File: config.mk
export PLATFORM = sky130hd
export DESIGN_NAME = mem_access_unit
export DESIGN_NICKNAME = d
export VERILOG_FILES = /design/src/rtl/riscv_mem_pkg.sv /design/src/rtl/mem_load_formatter.sv /design/src/rtl/mem_access_unit.sv
export SDC_FILE = /design/constraint.sdc
export NUM_CORES = 1
export LEC_CHECK = 0
export BUFFER_PORTS_ARGS = -buffer_cell sky130_fd_sc_hd__buf_2
export CAP_MARGIN = 20
export CORE_UTILIZATION = 40
export CTS_BUF_LIST = sky130_fd_sc_hd__clkbuf_16
export CTS_CLUSTER_DIAMETER = 150
export CTS_CLUSTER_SIZE = 10
export DETAILED_ROUTE_END_ITERATION = 12
export GPL_TIMING_DRIVEN = 0
export PLACE_DENSITY = 0.7
export RECOVER_POWER = 25
export SKIP_LAST_GASP = 1
export SYNTH_ARGS = -nofsm -noshare
export SYNTH_HDL_FRONTEND = slang
export SYNTH_SLANG_ARGS = --single-unit
File: constraint.sdc
create_clock -name clk -period 4.5 [get_ports clk]
set_clock_uncertainty 0.15 [all_clocks]
set_input_delay 0.225 -clock clk [delete_from_list [all_inputs] [get_ports clk]]
set_output_delay 0.225 -clock clk [all_outputs]
set_load 0.01 [all_outputs]
File: src/rtl/riscv_mem_pkg.sv
// Shared definitions for the MEM-stage load/store unit: funct3 encodings,
// FSM state encoding, byte-enable patterns and an access-size decoder.
package riscv_mem_pkg;

    // funct3 access size / signedness encodings
    localparam logic [2:0] F3_B  = 3'b000;
    localparam logic [2:0] F3_H  = 3'b001;
    localparam logic [2:0] F3_W  = 3'b010;
    localparam logic [2:0] F3_BU = 3'b100;
    localparam logic [2:0] F3_HU = 3'b101;

    // Byte-enable patterns for the data-memory bus
    localparam logic [3:0] BE_NONE    = 4'b0000;
    localparam logic [3:0] BE_BYTE    = 4'b0001;
    localparam logic [3:0] BE_HALF_LO = 4'b0011;
    localparam logic [3:0] BE_HALF_HI = 4'b1100;
    localparam logic [3:0] BE_WORD    = 4'b1111;

    typedef enum logic [1:0] {
        IDLE     = 2'd0,
        WAIT_RSP = 2'd1,
        DONE     = 2'd2
    } mem_state_e;

    typedef enum logic [1:0] {
        SZ_BYTE = 2'd0,
        SZ_HALF = 2'd1,
        SZ_WORD = 2'd2,
        SZ_NONE = 2'd3
    } mem_size_e;

    // Access width implied by funct3; SZ_NONE marks an illegal encoding.
    function automatic mem_size_e f3_size(input logic [2:0] f3);
        mem_size_e sz;
        case (f3)
            F3_B, F3_BU: sz = SZ_BYTE;
            F3_H, F3_HU: sz = SZ_HALF;
            F3_W:        sz = SZ_WORD;
            default:     sz = SZ_NONE;
        endcase
        return sz;
    endfunction

endpackage

File: src/rtl/mem_load_formatter.sv
// Load-data formatter: picks the addressed byte/half out of a 32-bit read
// word and sign- or zero-extends it according to funct3.
module mem_load_formatter
    import riscv_mem_pkg::*;
(
    input  logic [31:0] rdata_i,
    input  logic [1:0]  addr_lo_i,
    input  logic [2:0]  funct3_i,
    output logic [31:0] result_o
);

    logic [7:0]  byte_sel;
    logic [15:0] half_sel;

    // Lane selection followed by extension; illegal funct3 yields zero.
    always_comb begin
        byte_sel = rdata_i[7:0];
        case (addr_lo_i)
            2'd1:    byte_sel = rdata_i[15:8];
            2'd2:    byte_sel = rdata_i[23:16];
            2'd3:    byte_sel = rdata_i[31:24];
            default: byte_sel = rdata_i[7:0];
        endcase
        half_sel = addr_lo_i[1] ? rdata_i[31:16] : rdata_i[15:0];

        result_o = '0;
        case (funct3_i)
            F3_B:    result_o = {{24{byte_sel[7]}}, byte_sel};
            F3_H:    result_o = {{16{half_sel[15]}}, half_sel};
            F3_W:    result_o = rdata_i;
            F3_BU:   result_o = {24'd0, byte_sel};
            F3_HU:   result_o = {16'd0, half_sel};
            default: result_o = '0;
        endcase
    end

endmodule

File: src/rtl/mem_access_unit.sv
// MEM-stage load/store unit. Issues one valid/ready request per memory
// instruction, waits for read data (with an optional response timeout),
// formats loads, and stalls the pipeline until the access retires in DONE.
module mem_access_unit
    import riscv_mem_pkg::*;
#(
    parameter int unsigned RSP_TIMEOUT = 255
) (
    input  logic        clk,
    input  logic        reset,
    input  logic        mem_MemRead,
    input  logic        mem_MemWrite,
    input  logic [2:0]  mem_funct3,
    input  logic [31:0] mem_alu_result,
    input  logic [31:0] mem_write_data,
    output logic [31:0] mem_read_data,
    output logic        mem_stall,
    output logic        mem_fault,
    output logic        dmem_req_valid,
    input  logic        dmem_req_ready,
    output logic        dmem_we,
    output logic [31:0] dmem_addr,
    output logic [31:0] dmem_wdata,
    output logic [3:0]  dmem_be,
    input  logic        dmem_rsp_valid,
    input  logic [31:0] dmem_rdata
);

    localparam int unsigned CNT_W = (RSP_TIMEOUT < 2) ? 1 : $clog2(RSP_TIMEOUT + 1);

    mem_state_e       state_q, state_d;
    logic [CNT_W-1:0] cnt_q, cnt_d;
    logic [31:0]      ld_q, ld_d;

    logic             access;
    logic             is_read;
    logic             bad;
    mem_size_e        size;
    logic [1:0]       addr_lo;
    logic [31:0]      fmt_data;
    logic [3:0]       st_be;
    logic [31:0]      st_wdata;
    logic [CNT_W-1:0] cnt_inc;
    logic             timeout_hit;

    // A read takes priority when both MemRead and MemWrite are set.
    assign access    = mem_MemRead | mem_MemWrite;
    assign is_read   = mem_MemRead;
    assign addr_lo   = mem_alu_result[1:0];
    assign size      = f3_size(mem_funct3);
    assign dmem_addr = {mem_alu_result[31:2], 2'b00};

    // The counter value after this WAIT_RSP cycle; reaching RSP_TIMEOUT
    // means that many response cycles have gone by empty.
    assign cnt_inc     = cnt_q + 1'b1;
    assign timeout_hit = (RSP_TIMEOUT != 32'd0) && (cnt_inc == CNT_W'(RSP_TIMEOUT));

    mem_load_formatter u_fmt (
        .rdata_i   (dmem_rdata),
        .addr_lo_i (addr_lo),
        .funct3_i  (mem_funct3),
        .result_o  (fmt_data)
    );

    // Illegal funct3 or an address not aligned to the access size.
    always_comb begin
        bad = 1'b0;
        case (size)
            SZ_HALF: bad = addr_lo[0];
            SZ_WORD: bad = |addr_lo;
            SZ_NONE: bad = 1'b1;
            default: bad = 1'b0;
        endcase
    end

    // Store lane placement: replicate the data and enable the addressed bytes.
    always_comb begin
        st_be    = BE_WORD;
        st_wdata = mem_write_data;
        case (size)
            SZ_BYTE: begin
                st_be    = BE_BYTE << addr_lo;
                st_wdata = {4{mem_write_data[7:0]}};
            end
            SZ_HALF: begin
                st_be    = addr_lo[1] ? BE_HALF_HI : BE_HALF_LO;
                st_wdata = {2{mem_write_data[15:0]}};
            end
            default: ;
        endcase
    end

    // Next-state and output decode; every output is forced low while reset is held.
    always_comb begin
        state_d        = state_q;
        cnt_d          = cnt_q;
        ld_d           = ld_q;
        mem_stall      = 1'b0;
        mem_fault      = 1'b0;
        mem_read_data  = '0;
        dmem_req_valid = 1'b0;
        dmem_we        = 1'b0;
        dmem_be        = BE_NONE;
        dmem_wdata     = '0;

        case (state_q)
            IDLE: begin
                if (access) begin
                    if (bad) begin
                        // Dropped without touching memory; the instruction flows on.
                        mem_fault = 1'b1;
                    end else begin
                        dmem_req_valid = 1'b1;
                        mem_stall      = 1'b1;
                        dmem_we        = ~is_read;
                        dmem_be        = is_read ? BE_WORD : st_be;
                        dmem_wdata     = is_read ? 32'd0 : st_wdata;
                        if (dmem_req_ready) begin
                            if (is_read) begin
                                state_d = WAIT_RSP;
                                cnt_d   = '0;
                            end else begin
                                state_d = DONE;
                            end
                        end
                    end
                end
            end
            WAIT_RSP: begin
                mem_stall = 1'b1;
                cnt_d     = cnt_inc;
                // A response in the timeout cycle still counts as a response.
                if (dmem_rsp_valid) begin
                    ld_d    = fmt_data;
                    state_d = DONE;
                end else if (timeout_hit) begin
                    ld_d      = '0;
                    mem_fault = 1'b1;
                    state_d   = DONE;
                end
            end
            DONE: begin
                mem_read_data = ld_q;
                state_d       = IDLE;
            end
            default: state_d = IDLE;
        endcase

        if (!reset) begin
            mem_stall      = 1'b0;
            mem_fault      = 1'b0;
            mem_read_data  = '0;
            dmem_req_valid = 1'b0;
            dmem_we        = 1'b0;
            dmem_be        = BE_NONE;
            dmem_wdata     = '0;
        end
    end

    // State, timeout counter and captured load data registers.
    always_ff @(posedge clk or negedge reset) begin
        if (!reset) begin
            state_q <= IDLE;
            cnt_q   <= '0;
            ld_q    <= '0;
        end else begin
            state_q <= state_d;
            cnt_q   <= cnt_d;
            ld_q    <= ld_d;
        end
    end

endmodule

==> run metrics <==
flop and latch count out of synthesis 42; Power, Total 1.33 mW; setup bufs post-CTS 0; Initial Util 0.417; I/O pin count 209; Synth Area per Inst 7.45 um^2; setup TNS 0 ns; Netlist Area Pre-Place 0.00391 mm^2; Setup crit end kind primary output; peak ir drop on the vdd network 0.141 mV; Worst EP arrival 3.29 ns; fin crit share 0.816; post-synthesis async set-or-reset flop share 1.00; CTS buffer count 5; worst hold path class input pin to register; grt total ovfl 0; Setup crit start reset; # H-tree levels 2; Gate Count Post-Synth 525; worst hold stages 3; Longest Clk Path Bufs 2; Yosys top cell area share 0.269; CTS tree yes; layout cells sized above 1 0.281; outcome complete, no violations; clock network power share 0.267; Initial DRT Pass Iterations 5; Critical R2R Capture ld_q[27]$_DFFE_PN0P_; Final nets 817; Yosys top cell by area dfrtp_1; diode count 0; switching share of power 0.359; FF-to-FF path depth 7; Hold Slack 0.103 ns; Die Y 101 um; WP data required 4.12 ns; Tot GR Track Use 0.268; slew margin rel. 0.373; antenna violations before repair 0; Tmin final 3.67 ns; Row Count 35; most frequent cell after synthesis nand2_1; FMAX 0.272 GHz; per-cell routed wire length 16.6 um; post-synthesis cell type count 51; max cap viols 0; max-slew violation count 0; final setup fails 0; via count of the first global-routing pass 4,161; die area 0.0102 mm^2; synth top area cells dfrtp_1 (27%), mux2i_1 (7.4%), buf_4 (6.1%), a21oi_1 (5.8%), o21ai_0 (5.8%); Post-synth EDFFs 0; clock root cell clkbuf_16; endpoints failing hold 0; Post-synth top flop dfrtp_1; Setup WS pre-CTS 1.05 ns; pin count of the biggest net entering global routing 46; worst-path fanout max 41; leakage power figure 2.55 nW; post-detailed-routing wire length 14.0 mm; r2r setup slk 1.91 ns; Worst-Margin Slew 0.938 ns; final worst slack 0.830 ns; switching pwr 0.477 mW; CP Capture Point dmem_wdata[13]; IO Port Bufs 175; hpwl dp 10.8 mm; Clock Sinks 42; Synth-to-Final Area Change 30.0%; Core Area 0.00937 mm^2; Crit Reg-Reg Startpoint cnt_q[0]$_DFFE_PN0P_; initial DRC count 343; final core occ 0.543; part of the power in registers 0.374; register area share after synthesis 0.269; clk_lat worst skew 0.29 ns; Internal Power 0.850 mW; combinational power share 0.359; YS warnings 0; WS Path Type input pin to primary output; CTS Hold Buffers Added 1; first-pass GRT wire length 21.0 mm; Critical Path Start Type input pin; GPL Wtd Cong 0.918; Reg clk slew, reported paths 0.07 ns; Remaining DRCs 0; RSZ-0062 raised after global routing false; total number of vias 4,628; Vias/cell 5.51; post-cts sizing count 0; DRT antenna net count 0; die width 101 um; Post-synth top cells nand2_1 (58), a21oi_1 (45), o21ai_0 (45); Fillers 980; Cell Pwr Density 261 mW/mm^2
-- per-layer routing --
| metal | up-vias | GRT usage | part of all wire |
|---|---|---|---|
| li1 | 2184 | - | - |
| met1 | 2174 | 0.353 | 0.42 |
| met2 | 247 | 0.457 | 0.49 |
| met3 | 23 | 0.0319 | 0.072 |
| met4 | 0 | 0.0881 | 0.020 |
| met5 | - | 0 | 0 |
-- power by group through the flow --
stage / Combinational [mW] / Clock (mW) / Sequential [mW]
6_report: 0.476 / 0.355 / 0.496
5_1_grt: 0.527 / 0.375 / 0.505
4_1_cts: 0.473 / 0.357 / 0.495
3_5_place_dp: 0.470 / 0 / 0.501
3_3_place_gp: 0.456 / 0 / 0.497
2_1_floorplan: 0.307 / 0 / 0.485
-- through the flow --
stage                     area (um^2)  cells
after floorplan                  3910    526
after global placement           4950    830
after detailed placement         4950    830
after CTS                        5100    839
after global routing             5080    840
final                            5080    840
-- placed cells by master (no fill, tap or decap), types with 2 or more instances in the layout --
master / instances
mux2_2: 3
clkbuf_16: 5
o22ai_1: 3
clkinv_1: 2
nand4_1: 3
buf_4: 32
conb_1: 2
mux2i_1: 29
buf_2: 151
clkbuf_1: 60
nor3_1: 2
nand3_1: 13
a21oi_1: 45
a21o_1: 2
and3_1: 10
nand2_1: 58
a32oi_1: 12
o21ai_1: 7
xnor2_1: 3
a22oi_1: 2
nor2_1: 34
a31oi_1: 18
nand2b_1: 31
or3_1: 2
ha_1: 2
and2_1: 35
o311ai_0: 3
a211o_1: 6
o21bai_1: 7
buf_6: 2
o21ai_0: 45
buf_1: 2
nor2b_1: 4
inv_1: 13
dfrtp_1: 42
-- worst max-delay path, cell delays in order --
cell           delay, ns
dlygate4sd3_1       0.52
clkbuf_1            0.30
buf_12              0.29
nand2_1             0.14
nor4b_2             0.77
nand2_1             0.33
clkbuf_1            0.33
a21oi_1             0.22
buf_2               0.16
-- worst min-delay path by stage --
| stage | from | end | slack, ns |
|---|---|---|---|
| after floorplan | reset | cnt_q[0]$_DFFE_PN0P_ | -0.22 |
| after CTS | dmem_req_ready | state_q[0]$_DFFE_PN0P_ | 0.10 |
| after global routing | dmem_req_ready | state_q[0]$_DFFE_PN0P_ | 0.12 |
| after global placement | reset | cnt_q[3]$_DFFE_PN0P_ | 0.29 |
| after detailed placement | reset | cnt_q[3]$_DFFE_PN0P_ | 0.29 |
| final | dmem_req_ready | state_q[0]$_DFFE_PN0P_ | 0.10 |
-- cells by family after synthesis --
| group | after synthesis | share of synthesized area |
|---|---|---|
| adders and majority gates | 2 | 0.00640 |
| and+or+nand+nor | 196 | 0.257 |
| other | 1 | 0.000959 |
| xor gates and xnor gates | 4 | 0.00896 |
| muxes | 33 | 0.0886 |
| DFF | 42 | 0.269 |
| buffers and inverters | 87 | 0.121 |
| AOI/OAI and AO/OA | 160 | 0.249 |
-- flip-flops by register name, summed over array words and instances, names as in the netlist --
register  cells
state_q       2
ld_q         32
cnt_q         8
-- area by class of cell --
cell class	instances	area [um^2]	share of cell area
multi-input combinational	397	2390	0.470
buffer	73	419	0.0824
inverter	14	52.6	0.0103
tap	129	161	0.0317
clock buffer	5	125	0.0246
timing repair buffer	177	867	0.171
sequential	42	1050	0.207
clock inverter	3	17.5	0.00344
(Power assumes the default switching activity.)
